`src/rtl/mult_pkg.sv`:
```
// rtl/mult_pkg.sv - shared widths and stage-1 record for the multiplier final adder
//
// Purpose : constants and the stage-1 pipeline record used by mult_final_adder.
// Ports   : none (package).
package mult_pkg;

  localparam int PROD_W = 8;
  localparam int NIB_W  = 4;
  localparam int CNT_W  = 16;

  // Stage-1 record: untouched high nibbles of both rows, low-half sum and its carry.
  typedef struct packed {
    logic [NIB_W-1:0] hi_s;
    logic [NIB_W-1:0] hi_c;
    logic [NIB_W-1:0] lo;
    logic             c4;
  } s1_t;

endpackage

```
`src/rtl/full_adder.sv`:
```
// rtl/full_adder.sv - single-bit full-adder cell
//
// Purpose : one-bit sum and carry of three inputs.
// Ports   : i_a, i_b, i_cin -> o_sum, o_cout
module full_adder (
  input  logic i_a,
  input  logic i_b,
  input  logic i_cin,
  output logic o_sum,
  output logic o_cout
);

  logic w_p;

  assign w_p    = i_a ^ i_b;
  assign o_sum  = w_p ^ i_cin;
  assign o_cout = (i_a & i_b) | (i_cin & w_p);

endmodule

```
`src/rtl/nibble_adder.sv`:
```
// rtl/nibble_adder.sv - ripple-carry adder built from full-adder cells
//
// Purpose : W-bit ripple-carry add with carry in and carry out.
// Ports   : i_a, i_b [W-1:0], i_cin -> o_sum [W-1:0], o_cout
module nibble_adder #(
  parameter int W = 4
) (
  input  logic [W-1:0] i_a,
  input  logic [W-1:0] i_b,
  input  logic         i_cin,
  output logic [W-1:0] o_sum,
  output logic         o_cout
);

  logic [W:0] w_carry;

  assign w_carry[0] = i_cin;

  for (genvar g = 0; g < W; g++) begin : g_bit
    full_adder u_fa (
      .i_a    (i_a[g]),
      .i_b    (i_b[g]),
      .i_cin  (w_carry[g]),
      .o_sum  (o_sum[g]),
      .o_cout (w_carry[g+1])
    );
  end

  assign o_cout = w_carry[W];

endmodule

```
`src/rtl/mult_final_adder.sv`:
```
// rtl/mult_final_adder.sv - two-stage carry-propagate adder for the compressor multiplier
//
// Purpose : adds the sum and carry rows from the compressor tree as two nibble halves
//           over two pipeline stages, with valid/ready handshakes on both sides.
// Ports   : clk, rst (async, active-high)
//           in_valid, in_ready, row_s, row_c          - row input stream
//           out_valid, out_ready, product, ovf        - product output stream
//           prod_count                                - saturating count of handed-off products
module mult_final_adder #(
  parameter int PROD_W = 8,
  parameter int NIB_W  = 4,
  parameter int CNT_W  = 16
) (
  input  logic              clk,
  input  logic              rst,
  input  logic              in_valid,
  output logic              in_ready,
  input  logic [PROD_W-1:0] row_s,
  input  logic [PROD_W-1:0] row_c,
  output logic              out_valid,
  input  logic              out_ready,
  output logic [PROD_W-1:0] product,
  output logic              ovf,
  output logic [CNT_W-1:0]  prod_count
);

  import mult_pkg::*;

  s1_t               r_s1;
  logic              r_s1_valid;
  logic [PROD_W-1:0] r_product;
  logic              r_ovf;
  logic              r_out_valid;
  logic [CNT_W-1:0]  r_count;

  logic              w_s1_adv;
  logic              w_in_xfer;
  logic              w_out_xfer;
  logic [NIB_W-1:0]  w_lo;
  logic              w_c4;
  logic [NIB_W-1:0]  w_hi;
  logic              w_c8;

  // s1 may move forward whenever the output register is empty or being drained.
  assign w_s1_adv   = r_s1_valid && (!r_out_valid || out_ready);
  // Depends only on state and out_ready, never on in_valid. Held low during reset.
  assign in_ready   = !rst && (!r_s1_valid || w_s1_adv);
  assign w_in_xfer  = in_valid && in_ready;
  assign w_out_xfer = r_out_valid && out_ready;

  // Low half is added on the way into s1.
  nibble_adder #(.W(NIB_W)) u_lo_add (
    .i_a    (row_s[NIB_W-1:0]),
    .i_b    (row_c[NIB_W-1:0]),
    .i_cin  (1'b0),
    .o_sum  (w_lo),
    .o_cout (w_c4)
  );

  // High half is added out of s1, consuming the stored low-half carry.
  nibble_adder #(.W(NIB_W)) u_hi_add (
    .i_a    (r_s1.hi_s),
    .i_b    (r_s1.hi_c),
    .i_cin  (r_s1.c4),
    .o_sum  (w_hi),
    .o_cout (w_c8)
  );

  // Stage 1 register.
  always_ff @(posedge clk or posedge rst) begin
    if (rst) begin
      r_s1       <= '0;
      r_s1_valid <= 1'b0;
    end else begin
      if (w_in_xfer) begin
        r_s1.hi_s <= row_s[PROD_W-1:NIB_W];
        r_s1.hi_c <= row_c[PROD_W-1:NIB_W];
        r_s1.lo   <= w_lo;
        r_s1.c4   <= w_c4;
      end
      // A reload on the same edge as an advance keeps s1 full.
      if (w_in_xfer) begin
        r_s1_valid <= 1'b1;
      end else if (w_s1_adv) begin
        r_s1_valid <= 1'b0;
      end
    end
  end

  // Output register: loads on advance, otherwise empties on a transfer, otherwise holds.
  always_ff @(posedge clk or posedge rst) begin
    if (rst) begin
      r_product   <= '0;
      r_ovf       <= 1'b0;
      r_out_valid <= 1'b0;
    end else begin
      if (w_s1_adv) begin
        r_product   <= {w_hi, r_s1.lo};
        r_ovf       <= w_c8;
        r_out_valid <= 1'b1;
      end else if (w_out_xfer) begin
        r_out_valid <= 1'b0;
      end
    end
  end

  // Completed-product counter, sticks at all-ones.
  always_ff @(posedge clk or posedge rst) begin
    if (rst) begin
      r_count <= '0;
    end else if (w_out_xfer && (r_count != {CNT_W{1'b1}})) begin
      r_count <= r_count + CNT_W'(1);
    end
  end

  assign out_valid  = r_out_valid;
  assign product    = r_product;
  assign ovf        = r_ovf;
  assign prod_count = r_count;

endmodule

```
`config.mk`:
```
export PLATFORM = sky130hd
export DESIGN_NAME = mult_final_adder
export DESIGN_NICKNAME = d
export VERILOG_FILES = /design/src/rtl/mult_pkg.sv /design/src/rtl/full_adder.sv /design/src/rtl/nibble_adder.sv /design/src/rtl/mult_final_adder.sv
export SDC_FILE = /design/constraint.sdc
export NUM_CORES = 1
export LEC_CHECK = 0
export CORE_MARGIN = 4
export CORE_UTILIZATION = 30
export DETAILED_ROUTE_END_ITERATION = 8
export GPL_TIMING_DRIVEN = 0
export HOLD_SLACK_MARGIN = 0.1
export PLACE_DENSITY = 0.64
export SYNTH_ARGS = -nofsm -noshare
export SYNTH_HDL_FRONTEND = slang
export SYNTH_SLANG_ARGS = --single-unit
```
`constraint.sdc`:
```
create_clock -name clk -period 4.1 [get_ports clk]
set_input_delay 0.82 -clock clk [delete_from_list [all_inputs] [get_ports clk]]
set_output_delay 0.82 -clock clk [all_outputs]
set_load 0.05 [all_outputs]
```
==> tab_implementation.tex <==
\begin{tabular}{lr}
\hline
Metric & Value \\
\hline
\multicolumn{2}{l}{\textbf{Worst hold path}} \\
\quad Worst min-delay path class & reg -> reg \\
\multicolumn{2}{l}{\textbf{Layout}} \\
\quad Ratio of cells with drive above 1 in the final layout & 0.154 \\
\quad Util after Layout & 0.423 \\
\quad Most frequent cells in the layout & sky130\_fd\_sc\_hd\_\_clkdlybuf4s50\_1, sky130\_fd\_sc\_hd\_\_dfrtp\_1, sky130\_fd\_sc\_hd\_\_mux2\_2 \\
\quad Most common cell after layout, fill and taps aside & sky130\_fd\_sc\_hd\_\_clkdlybuf4s50\_1 \\
\quad Number of standard cells in the final layout excluding fillers & $\sim$280 \\
\quad \# diodes & 0 \\
\quad Net count reported at finish & $\sim$240 \\
\quad Synthesis-to-layout area growth & 35.1\% \\
\quad Filler Cell Count & between 600 and 700 \\
\multicolumn{2}{l}{\textbf{Clock tree}} \\
\quad Reg clk slew, reported paths & 80 ps \\
\quad Deepest level of the CTS H-tree & 2 \\
\quad \# hold bufs at CTS & 0 \\
\quad Clock sinks & 40 \\
\quad CTS tree & yes \\
\quad Largest buffer count on any clock path & 2 \\
\quad Inserted Clock Buffers & 5 \\
\quad Buffers inserted by post-CTS timing repair & 0 \\
\quad Clk Latency, worst-skew pair & between 200 and 300 ps \\
\quad Quantity of gates resized following cts & 0 \\
\quad Clock Tree Root & sky130\_fd\_sc\_hd\_\_clkbuf\_8 \\
\multicolumn{2}{l}{\textbf{Synthesis}} \\
\quad Combinational family with the most area after synthesis & simple AND/OR/NAND/NOR gates \\
\quad EDFF count, synth & 0 \\
\quad Share of synthesized area occupied by flip-flops and latches & 0.531 \\
\quad Synth Area in Compound Gates & 0.0617 \\
\quad Netlist area before placement & around 0.0019 mm² \\
\quad Number of storage elements in the synthesis netlist & 40 \\
\quad Adder-cell area share of the yosys netlist & 0.0876 \\
\quad Count of mapped cells out of synthesis & between 150 and 200 \\
\quad Proportion of synthesized area in mux cells & 0.109 \\
\quad Avg Synthesized Cell Area & approximately 12 µm² \\
\quad Post-synthesis share of cell area spent on xor and xnor gates & 0.0418 \\
\quad Area fraction in and, or, nand and nor cells after synthesis & 0.138 \\
\quad Syn nets & between 150 and 200 \\
\quad Fraction of registers with async set/reset & 1.00 \\
\quad Primary FF master, synth & sky130\_fd\_sc\_hd\_\_dfrtp\_1 \\
\quad Distinct cells, synth & 33 \\
\quad Count of synthesis-stage warnings from yosys & 0 \\
\multicolumn{2}{l}{\textbf{Power and ir drop}} \\
\quad Net load switching power & 558 µW \\
\quad Overall power consumption & 1.44 mW \\
\quad Net switching fraction of the power & 0.387 \\
\quad Combinational power share & 0.397 \\
\quad Lkg Pwr & between 1 and 1.5 nW \\
\quad Part of the power in registers & 0.384 \\
\quad Power density over cell area & about 570 mW/mm² \\
\quad Clock network fraction of design power & 0.219 \\
\quad Peak ir drop on the vdd network & approximately 0.28 mV \\
\quad Design internal power & between 800 and 900 µW \\
\multicolumn{2}{l}{\textbf{Detailed routing}} \\
\quad Drt via density & around 4.8 \\
\quad Detailed router's first-iteration violation count & 23 \\
\quad DR pass1 iterations & 2 \\
\quad Met3 WL & 309 µm \\
\quad Met2 wirelength from detailed routing & approximately 1.8 mm \\
\quad Number of nets with antenna violations after routing & 0 \\
\quad Vias after detailed routing & $\sim$1.4k \\
\quad WL/cell & around 13 µm \\
\quad Top routing layer in use & met4 \\
\quad Final WL & 3.68 mm \\
\quad Remaining DRCs & 0 \\
\quad Metal1 wirelength & approximately 1.6 mm \\
\multicolumn{2}{l}{\textbf{Global routing}} \\
\quad GRT Util Overall & 0.108 \\
\quad Via count of the first global-routing pass & roughly 1.4k \\
\quad Global-route wire length before repair & 6.49 mm \\
\quad Remaining global-route overflow & 0 \\
\quad Maximum number of pins on one net before global-route repair & 43 \\
\quad Antenna violations before repair & 0 \\
\multicolumn{2}{l}{\textbf{Critical path}} \\
\quad Worst setup EP type & output pin \\
\quad Worst setup endpoint & in\_ready \\
\quad Largest fanout on the critical path & 42 \\
\quad Arrival time at the worst endpoint & slightly below 3000 ps \\
\quad Depth of the most critical reg-to-reg path & 8 \\
\quad Max incr delay on CP & $\sim$800 ps \\
\quad Worst Path Class, Setup & in -> out \\
\quad Origin of the critical flop-to-flop path & r\_s1[9]\$\_DFFE\_PP0P\_ \\
\quad List of cells traversed by the critical path & clkdlybuf4s50\_1 -> inv\_2 -> and2\_1 -> clkdlybuf4s50\_1 \\
\quad Required arrival time at the worst endpoint & roughly 3300 ps \\
\quad Master of the slowest instance on the critical path & sky130\_fd\_sc\_hd\_\_clkdlybuf4s50\_1 \\
\quad Crit path max-delay family & buffers and inverters \\
\quad Worst path most repeated cell & sky130\_fd\_sc\_hd\_\_clkdlybuf4s50\_1 \\
\quad Number of logic stages on the critical path including buffering & 4 \\
\quad CP Launch Point & rst \\
\quad FF-to-FF setup slack & roughly 1900 ps \\
\quad Startpoint Class & input pin \\
\quad Sum of buffers and inverters on the critical path & 3 \\
\quad R2R Path End & product[7]\$\_DFFE\_PP0P\_ \\
\multicolumn{2}{l}{\textbf{Die}} \\
\quad Num rows & 28 \\
\quad Core area & 0.00603 mm² \\
\quad Total Die Area & around 0.0076 mm² \\
\quad Die span in y & 87.3 µm \\
\quad Starting density of the core & 0.313 \\
\quad Die width & 87.3 µm \\
\quad \# IOs & 47 \\
\multicolumn{2}{l}{\textbf{Status}} \\
\quad Run status & complete, no violations \\
\multicolumn{2}{l}{\textbf{STA}} \\
\quad Max transition margin & 0.447 \\
\quad Post-route minimum period & around 3700 ps \\
\quad Transition at the pin with the smallest max-transition slack & between 800 and 900 ps \\
\quad Final worst hold slack & 489 ps \\
\quad Worst-case clock skew & roughly 6.7 ps \\
\quad F\_max & around 270 MHz \\
\quad Number of hold-slack violations in the final timing report & 0 \\
\quad Period Utilization, post-route & 0.907 \\
\quad Pins over their slew limit & 0 \\
\quad RSZ-0062 raised after global routing & no \\
\quad Final setup violation count & 0 \\
\multicolumn{2}{l}{\textbf{Placed design}} \\
\quad Number of placed instances with taps included & around 280 \\
\quad Routability congestion estimate & $\sim$0.77 \\
\quad HPWL after detailed placement & around 2.8 mm \\
\quad PortBufs & 46 \\
\multicolumn{2}{l}{\textbf{Flow run}} \\
\quad Reported max-cap violation count & 0 \\
\hline
\end{tabular}
==> cell families (layout without fill, tap and decap cells) <==
logic type	count (synthesis)	in the layout
AOI/OAI and AO/OA	17	17
xor gates and xnor gates	9	9
adders and majority gates	9	9
buffers and inverters	15	69
DFF	40	40
muxes	18	18
and+or+nand+nor	46	46
==> flip-flops by register name, summed over array words and instances (netlist names) <==
signal      count
out_valid       1
r_s1           13
ovf             1
product         8
r_s1_valid      1
prod_count     16
==> worst min-delay path by stage <==
stage | slack [ps] | endpoint | startpoint | cells past startpoint
6_report | 490 | ovf$_DFFE_PP0P_ | ovf$_DFFE_PP0P_ | 2
5_1_grt | 530 | product[1]$_DFFE_PP0P_ | product[1]$_DFFE_PP0P_ | 1
4_1_cts | 500 | out_valid$_DFFE_PP0P_ | r_s1_valid$_DFFE_PP0P_ | 1
3_5_place_dp | 470 | out_valid$_DFFE_PP0P_ | r_s1_valid$_DFFE_PP0P_ | 1
3_3_place_gp | 460 | r_s1[4]$_DFFE_PP0P_ | r_s1[4]$_DFFE_PP0P_ | 2
2_1_floorplan | 450 | r_s1[4]$_DFFE_PP0P_ | r_s1[4]$_DFFE_PP0P_ | 2
==> stage by stage <==
step                      setup TNS [ps]  instance area, µm²  setup slack [ps]
after floorplan                        0                1890              1040
after global placement              -266                2440              -266
after detailed placement               0                2440               317
after CTS                              0                2550               299
after global routing                   0                2550               186
final                                  0                2550               383
==> power by group through the flow <==
| stage | clock network [mW] | logic [mW] | registers, mW |
|---|---|---|---|
| after global placement | 0 | 0.576 | 0.560 |
| after floorplan | 0 | 0.152 | 0.784 |
| after detailed placement | 0 | 0.580 | 0.564 |
| after global routing | 0.340 | 0.615 | 0.572 |
| after CTS | 0.326 | 0.582 | 0.558 |
| final | 0.315 | 0.572 | 0.554 |
==> worst register-to-register path: cells and delay by family, from the launching register on <==
kind | cells | cell delay, ps
DFF | 1 | 390
buffers and inverters | 3 | 210
adders and majority gates | 4 | 1340
AOI/OAI and AO/OA | 1 | 160
==> cells in the mapped netlist (2+ instances only) <==
master	instances	area share
sky130_fd_sc_hd__o21ai_0	8	0.021
sky130_fd_sc_hd__mux2_2	17	0.10
sky130_fd_sc_hd__inv_1	13	0.026
sky130_fd_sc_hd__nand4_1	4	0.013
sky130_fd_sc_hd__nor2_1	7	0.014
sky130_fd_sc_hd__nor3_1	2	0.0053
sky130_fd_sc_hd__fa_1	7	0.074
sky130_fd_sc_hd__and4_1	2	0.0093
sky130_fd_sc_hd__nand2_1	10	0.020
sky130_fd_sc_hd__nand2b_1	2	0.0066
sky130_fd_sc_hd__xnor2_1	8	0.037
sky130_fd_sc_hd__nand4_2	2	0.013
sky130_fd_sc_hd__o21a_1	2	0.0080
sky130_fd_sc_hd__nor4_1	3	0.010
sky130_fd_sc_hd__nand3_1	7	0.019
sky130_fd_sc_hd__ha_1	2	0.013
sky130_fd_sc_hd__dfrtp_1	40	0.53
sky130_fd_sc_hd__a21oi_1	3	0.0080
==> metal layers <==
metal	GRT usage	up-vias
li1	-	634
met1	0.133	670
met4	0.0307	0
met3	0.0435	6
met2	0.174	42
met5	0	-
==> area by class of cell <==
cell class	instances	area (µm²)	share of cell area
Buffer	2	8.76	0.00344
Clock buffer	6	72.6	0.0285
Clock inverter	2	35.0	0.0138
Inverter	13	48.8	0.0192
Multi-Input combinational cell	99	827	0.325
Sequential cell	40	1000	0.393
Tap cell	75	93.8	0.0368
Timing Repair Buffer	46	460	0.181
Note: power is estimated with default switching activity, not from simulation.
